[config.mk]
export PLATFORM = sky130hd
export DESIGN_NAME = addsub_pipe_flat
export DESIGN_NICKNAME = d
export VERILOG_FILES = /design/src/rtl/addsub_pipe_if.sv /design/src/rtl/addsub_pipe.sv /design/src/flat_wrapper.sv
export SDC_FILE = /design/constraint.sdc
export NUM_CORES = 1
export LEC_CHECK = 0
export CELL_PAD_IN_SITES_DETAIL_PLACEMENT = 1
export CELL_PAD_IN_SITES_GLOBAL_PLACEMENT = 1
export CORE_UTILIZATION = 38
export CTS_BUF_LIST = sky130_fd_sc_hd__clkbuf_16
export CTS_CLUSTER_SIZE = 12
export DETAILED_ROUTE_END_ITERATION = 12
export GPL_TIMING_DRIVEN = 0
export PLACE_DENSITY = 0.77
export SETUP_SLACK_MARGIN = 0.2
export SLEW_MARGIN = 10
export SYNTH_ARGS = -nofsm -noshare
export SYNTH_HDL_FRONTEND = slang
export SYNTH_SLANG_ARGS = --single-unit
[constraint.sdc]
create_clock -name clk_i -period 3.1 [get_ports clk_i]
set_input_delay 0.62 -clock clk_i [delete_from_list [all_inputs] [get_ports clk_i]]
set_output_delay 0.62 -clock clk_i [all_outputs]
set_load 0.03 [all_outputs]
[src/rtl/addsub_pipe_if.sv]
// addsub_pipe_if: ready/valid bundle for addsub_pipe.
//   valid_i/ready_o/a_i/b_i/op_i : upstream request side
//   valid_o/ready_i/c_o          : downstream result side
// master = producer/consumer environment, slave = the pipe itself.
interface addsub_pipe_if #(
    parameter int width_p = 32
);
    logic               valid_i;
    logic               ready_o;
    logic [width_p-1:0] a_i;
    logic [width_p-1:0] b_i;
    logic [1:0]         op_i;
    logic               valid_o;
    logic               ready_i;
    logic [width_p:0]   c_o;

    modport master (
        output valid_i, a_i, b_i, op_i, ready_i,
        input  ready_o, valid_o, c_o
    );

    modport slave (
        input  valid_i, a_i, b_i, op_i, ready_i,
        output ready_o, valid_o, c_o
    );
endinterface

[src/rtl/addsub_pipe.sv]
// addsub_pipe: elastic add/sub/accumulate pipeline.
//   clk_i    : rising-edge clock
//   reset_ni : asynchronous active-low reset
//   io       : slave side of addsub_pipe_if
//     op_i 0 = ADD, 1 = SUB, 2 = ACC (acc += a), 3 = LOAD (acc = a)
//   Result is width_p+1 bits, presented stages_p register stages after accept.
module addsub_pipe #(
    parameter int width_p  = 32,
    parameter int stages_p = 2
) (
    input  logic         clk_i,
    input  logic         reset_ni,
    addsub_pipe_if.slave io
);
    localparam int DW = width_p + 1;
    typedef logic [DW-1:0] data_t;

    logic  [stages_p-1:0] valid_q, valid_d;
    data_t [stages_p-1:0] data_q, data_d;
    data_t                acc_q, acc_d;

    logic  [stages_p:0]   stg_rdy;
    logic  [stages_p-1:0] in_valid;
    data_t [stages_p-1:0] in_data;
    logic                 accept;
    data_t                a_ext, b_ext, acc_sum, res;

    assign a_ext   = {1'b0, io.a_i};
    assign b_ext   = {1'b0, io.b_i};
    assign acc_sum = acc_q + a_ext;
    assign accept  = io.valid_i & stg_rdy[0];

    // Ready ripples back from the consumer; an empty stage is always ready,
    // which lets bubbles collapse under a stalled output.
    always_comb begin
        stg_rdy           = '0;
        stg_rdy[stages_p] = io.ready_i;
        for (int k = stages_p - 1; k >= 0; k--) begin
            stg_rdy[k] = ~valid_q[k] | stg_rdy[k+1];
        end
    end

    always_comb begin
        res = a_ext + b_ext;
        unique case (io.op_i)
            2'd0: res = a_ext + b_ext;
            2'd1: res = a_ext - b_ext;
            2'd2: res = acc_sum;
            2'd3: res = a_ext;
        endcase
    end

    // Accumulator advances at acceptance so chained ACCs see the fresh value.
    always_comb begin
        acc_d = acc_q;
        if (accept && io.op_i[1]) begin
            acc_d = res;
        end
    end

    // Feed of each stage: input port for stage 0, previous stage otherwise.
    always_comb begin
        in_valid    = '0;
        in_data     = '0;
        in_valid[0] = io.valid_i;
        in_data[0]  = res;
        for (int k = 1; k < stages_p; k++) begin
            in_valid[k] = valid_q[k-1];
            in_data[k]  = data_q[k-1];
        end
    end

    // Data only moves with a valid token, so it holds on bubbles and stalls.
    always_comb begin
        valid_d = valid_q;
        data_d  = data_q;
        for (int k = 0; k < stages_p; k++) begin
            if (stg_rdy[k]) begin
                valid_d[k] = in_valid[k];
                if (in_valid[k]) begin
                    data_d[k] = in_data[k];
                end
            end
        end
    end

    always_ff @(posedge clk_i or negedge reset_ni) begin
        if (!reset_ni) begin
            valid_q <= '0;
            data_q  <= '0;
            acc_q   <= '0;
        end else begin
            valid_q <= valid_d;
            data_q  <= data_d;
            acc_q   <= acc_d;
        end
    end

    assign io.ready_o = stg_rdy[0];
    assign io.valid_o = valid_q[stages_p-1];
    assign io.c_o     = data_q[stages_p-1];
endmodule

[src/flat_wrapper.sv]
// flat-port wrapper written by rule: the top's interface ports become plain ports
module addsub_pipe_flat 
#(
    parameter int width_p  = 32,
    parameter int stages_p = 2
)
  (clk_i, reset_ni, io_valid_i, io_a_i, io_b_i, io_op_i, io_ready_i, io_ready_o, io_valid_o, io_c_o);
  addsub_pipe_if #(.width_p(width_p)) io_i ();
  input  logic clk_i;
  input  logic reset_ni;
  input wire logic [$bits(io_i.valid_i)-1:0] io_valid_i;
  input wire logic [$bits(io_i.a_i)-1:0] io_a_i;
  input wire logic [$bits(io_i.b_i)-1:0] io_b_i;
  input wire logic [$bits(io_i.op_i)-1:0] io_op_i;
  input wire logic [$bits(io_i.ready_i)-1:0] io_ready_i;
  output wire logic [$bits(io_i.ready_o)-1:0] io_ready_o;
  output wire logic [$bits(io_i.valid_o)-1:0] io_valid_o;
  output wire logic [$bits(io_i.c_o)-1:0] io_c_o;
  assign io_i.valid_i = io_valid_i;
  assign io_i.a_i = io_a_i;
  assign io_i.b_i = io_b_i;
  assign io_i.op_i = io_op_i;
  assign io_i.ready_i = io_ready_i;
  assign io_ready_o = io_i.ready_o;
  assign io_valid_o = io_i.valid_o;
  assign io_c_o = io_i.c_o;
  addsub_pipe #(.width_p(width_p), .stages_p(stages_p)) u_core (.clk_i(clk_i), .reset_ni(reset_ni), .io(io_i));
endmodule
* Word-level counts from Yosys, hierarchy flattened
Index checks and enable logic that the tools add are counted.
** Operators by class
- Add/sub/neg operators :: 3
- Equal/unequal tests :: 3
- Muxes and demuxes :: 1
- Bitwise logic cells :: 5
- Reduce and logical (&&, ||, !) cells :: 4
** Operator list (number)
- $pmux W33 S4 :: 1
- $add A32 B32 Y33 :: 1
- $add A33 B32 Y33 :: 1
- $sub A32 B32 Y33 :: 1
- $eq A2 B2 Y1 const B :: 2
- $reduce_and A2 Y1 :: 2
- $eq A2 B1 Y1 const B :: 1
- $logic_not A2 Y1 :: 1
- $not A1 Y1 :: 2
- $or A1 B1 Y1 :: 2
- $and A1 B1 Y1 :: 1
- $logic_and A1 B1 Y1 :: 1
** Word-level totals
- Bits in registers :: 101
- Bits of input ports :: 70
- Output and inout port bits :: 35
- Logic and storage cells :: 21

* Depth between registers and ports, before layout
- Depth in word-level cells :: 5
- Depth in mapped cells :: 19
- Depth with buffers taken out :: 18

* Worst setup path before layout
No wires, ideal clock.
- Kind :: input to register
- Start point :: input port io_b_i[1]
- End point :: register u_core.acc_q[26]
- Setup time :: 69 ps
- Arrival :: 4057 ps
- Required time :: 3031 ps
- Path slack :: -1026 ps
- Cell stages on the path :: 17
- Buffers on the path :: 1
- Path through :: or3_4 nor3_1 nand2_1 nor3_1 a211oi_1 a21oi_1 o21ai_0 ha_1 clkbuf_1 a21o_1 or2_2 inv_1 a21oi_2 o211a_1 o21a_1 or4_1 nand3_1
** Between the ends
- Word-level cells in the longest chain between the ends :: 2
- Elaborated cells between the ends (all ways) :: 3
- Classes of those cells :: add/sub (2); mux (1)
** RTL lines
- from (decl) :: RTL line flat_wrapper.sv:13 : input wire logic [$bits(io_i.b_i)-1:0] io_b_i;
- $sub A32 B32 Y33 or $add A32 B32 Y33 (tied branches)
- $pmux W33 S4 * :: RTL line addsub_pipe.sv:45 : unique case (io.op_i)
- to (signal assigned) :: RTL line addsub_pipe.sv:91 : acc_q <= '0;
- to (signal assigned) :: RTL line addsub_pipe.sv:95 : acc_q <= acc_d;
- to (decl) :: RTL line addsub_pipe.sv:20 : data_t acc_q, acc_d;
Every way passes the cells marked *; elsewhere a longest branch is shown, timed or not.
A chain may end at the register's enable or synchronous reset.

* Final worst setup path
- Start point :: input port io_b_i[2]
- End point :: register u_core.acc_q[26]
The elaborated chain is that of the path after synthesis.

==> flow_summary_export.csv <==
group,metric,value,unit
synth,synth_fp_nets,975,
cells_and_area,n_fill_cell,2117,
critical_path,timing.critical_path.from_type,"primary input",
critical_path,setup.reg_to_reg.worst_slack,-330,ps
power,irDropWorstVdd,0.287,mV
routing,postRouteAntennaNets,0,
critical_path,worstSetupEndpointType,"flop",
synth,synthesis.yosys.warnings,0,
critical_path,cp_cell_sequence,"buf_8 > or3_4 > nor4b_4 > and4_1 > and3_4 > and2_1 > o21ai_0 > o21ai_0 > ha_1 > a21oi_1 > nand3_1 > o211a_1 > o21a_2 > or4_1 > nand3_1",
clock_network,worst_setup_hold_path_clk_slew,80,ps
cells_and_area,final_cell_mix,"108 x nand2_1, 101 x dfrtp_1, 100 x buf_4",
job,cap_violations,0,
critical_path,arrival_time_reported_for_the_critical_path_endpoint,4360,ps
clock_network,cts-buffers-inserted,9,
critical_path,r2r_cell_count,14,
synth,synth.yosys.seq_area_share,34.5,%
routing,routed_wirelength,31000,um
placed_design,placement.setup.worst_slack,-2200,ps
global_routing,first_global_vias,7865,
routing,vias,7835,
timing,timing.final.crit_period,4060,ps
timing,setup_viol,54,
power,total_power_per_unit_cell_area,590,nW/um2
synth,synthArstFlopShare,100,%
global_routing,globalRouteMet2Util,50.1,%
critical_path,crit_path_max_incr_delay,480,ps
timing,layout_setup_ws,-962,ps
timing,drv_slew,0,
power,power.static_leakage,0.00477,uW
critical_path,crit_type,"in2reg",
timing,tightest_slew,1050,ps
clock_network,cts_buffer_depth,2,
synth,netlist-cell-type-count,69,
global_routing,top_usage_layer,"met2",
power,design_power_total,6470,uW
global_routing,grt_max_degree,77,
floorplanning,effective_utilization_at_floorplan,38.9,%
floorplanning,num_rows,50,
timing,max_freq,246,MHz
synth,syn_avg_cell_area,8.45,um2
critical_path,endpoint_of_the_worst_register_to_register_path,"u_core.acc_q[30]",
routing,drc,0,
global_routing,antenna_violations_before_repair,1,
routing,detail_route.vias_per_cell,5.86,
cells_and_area,multi_input_area,5160,um2
timing,min_period_over_period,131,%
routing,routed_wirelength_normalized_by_instance_count,23.2,um
clock_network,htree_levels,3,
global_routing,grt_util_met3,3.77,%
clock_network,cts.root.buffer_cell,"clkbuf_16",
floorplanning,ports_placed_on_the_boundary,105,
routing,detailedRoute.firstPassIterationCount,8,
cells_and_area,final_net_count,1178,
global_routing,grt_pass1_wl,44200,um
placed_design,hpwl,20200,um
placed_design,globalplace.congestion,0.915,
critical_path,timing.critical_path.buf_inv,1,
global_routing,gr-usage-all-layers,29.5,%
synth,seq_cells_post_synth,101,
global_routing,grtUsageMet1,38.4,%
synth,post_synth_inst_count,868,
timing,finalHoldViolCount,0,
critical_path,critical_path_peak_fanout,5,
clock_network,tritoncts,"done",
synth,ys.flop_type,"dfrtp_1",
timing,grt_setup_unrepaired,"yes",
critical_path,crit_family,"simple AND/OR/NAND/NOR gates",
cells_and_area,mostFrequentLayoutCell,"nand2_1",
timing,worst_clock_skew,17.5,ps
status,outcome,"finished, violations left",
floorplanning,core-area,18800,um2
cells_and_area,syn_to_final_growth,49.5,%
synth,syn_area,7330,um2
floorplanning,floorplan.die_area,19900,um2
synth,synth_edf_count,0,
critical_path,slowest_cell_on_the_critical_path,"or4_1",
floorplanning,chipWidth,141,um
status,failed_checks,"negative setup slack",
routing,detailedRoute.firstIterationViolations,598,
cells_and_area,ff_latch_area,2530,um2
timing,max-slew-margin-rel,29.7,%
hold_path,min_path_type,"in2async",
cells_and_area,final_layout_size_suffix_gt1_share,34.9,%
clock_network,clock_insertion_delay_worst_skew,380,ps
placed_design,buffer_ports.inserted,104,
clock_network,clock_sinks,101,
global_routing,gr-total-overflow,0,
critical_path,timing.rr.start,"u_core.acc_q[1]",
critical_path,crit_required,3400,ps
floorplanning,die-height,141,um
-- Yosys cell counts, types with 3 or more instances --
cell type	count	share of area [%]
inv_1	39	2.0
o22ai_1	21	1.8
nand4b_1	4	0.48
o21a_1	7	0.72
o211ai_1	5	0.51
a32oi_1	12	1.4
nor2b_1	5	0.43
buf_4	33	3.4
mux2i_1	3	0.41
nor2_1	62	3.2
or4_1	6	0.61
nor4_1	3	0.26
dfrtp_1	101	34
nand3_1	15	1.0
xnor2_1	9	1.1
buf_1	9	0.46
o31a_1	19	2.3
o2111ai_1	4	0.48
a21oi_1	66	4.5
mux2_2	43	6.6
a31oi_1	8	0.68
nor3_1	12	0.82
or3_1	3	0.26
a211oi_1	6	0.61
and2_1	3	0.26
nand2b_1	10	0.85
nand4_1	6	0.51
xor2_1	10	1.2
nand3b_1	4	0.41
nand2_1	115	5.9
o31ai_1	3	0.31
a21o_1	16	1.6
clkbuf_1	38	1.9
o21ai_0	80	5.5
ha_1	36	6.1
and3_1	9	0.77
-- power breakdown --
group | total [uW] | internal (uW) | switching [uW]
combinational | 3330 | 1590 | 1730
clock | 1170 | 567 | 599
sequential | 1980 | 1720 | 252
-- state kept, by name, summed over array words and instances (netlist names) --
name,flops
u_core.valid_q,2
u_core.acc_q,33
u_core.io.c_o,33
u_core.data_q,33
-- repair_timing --
item / in CTS / in global routing
hold buffers: 0 / 0
resized for setup: 212 / 127
pin swaps: 63 / 67
buffers inserted: 47 / 41
endpoints found under the setup margin: 66 / 58
-- area by class of cell --
class	instances	area share [%]
Tap cell	260	2.97
Sequential cell	101	23.1
Multi-Input combinational cell	647	47.0
Clock inverter	7	0.628
Inverter	40	1.64
Clock buffer	9	2.05
Buffer	79	5.97
Antenna cell	1	0.0228
Timing Repair Buffer	193	16.6
-- kinds of logic after synthesis --
| kind of cell | Yosys count | share of synthesized area, % |
|---|---|---|
| buf+inv | 120 | 7.83 |
| compound gates | 270 | 23.1 |
| xor+xnor | 19 | 2.27 |
| simple gates | 275 | 18.9 |
| fa+ha+maj | 37 | 6.42 |
| mux | 46 | 7.01 |
| flops | 101 | 34.5 |
-- how the worst max path moves through the flow --
stage / start / endpoint / slack [ps] / cells after the start
after detailed placement: io_op_i[1] / u_core.acc_q[26] / -2200 / 17
final: io_b_i[2] / u_core.acc_q[26] / -960 / 15
after global placement: reset_ni / u_core.acc_q[7] / -2570 / 1
after CTS: io_b_i[14] / u_core.acc_q[26] / -920 / 17
after global routing: io_b_i[2] / u_core.acc_q[26] / -1070 / 17
after floorplan: io_b_i[4] / u_core.acc_q[26] / -850 / 17
-- metal layers --
layer	up-vias	wire, um
met1	3961	13100
met5	-	0
met2	297	15400
met3	72	1480
met4	0	947
li1	3505	-
-- metrics by stage --
step           std cells  util [%]  instance area (um2)  hold WS, ps  setup TNS [ps]
6_report            1337      58.2                11000          110          -33270
5_1_grt             1337      58.2                11000          127          -38400
4_1_cts             1295      54.0                10200          115          -25310
3_5_place_dp        1233      47.8                 9000          470         -103120
3_3_place_gp        1232      47.6                 8970          459         -358680
2_1_floorplan        868         -                 7600          324          -21860
(Power assumes the default switching activity.)
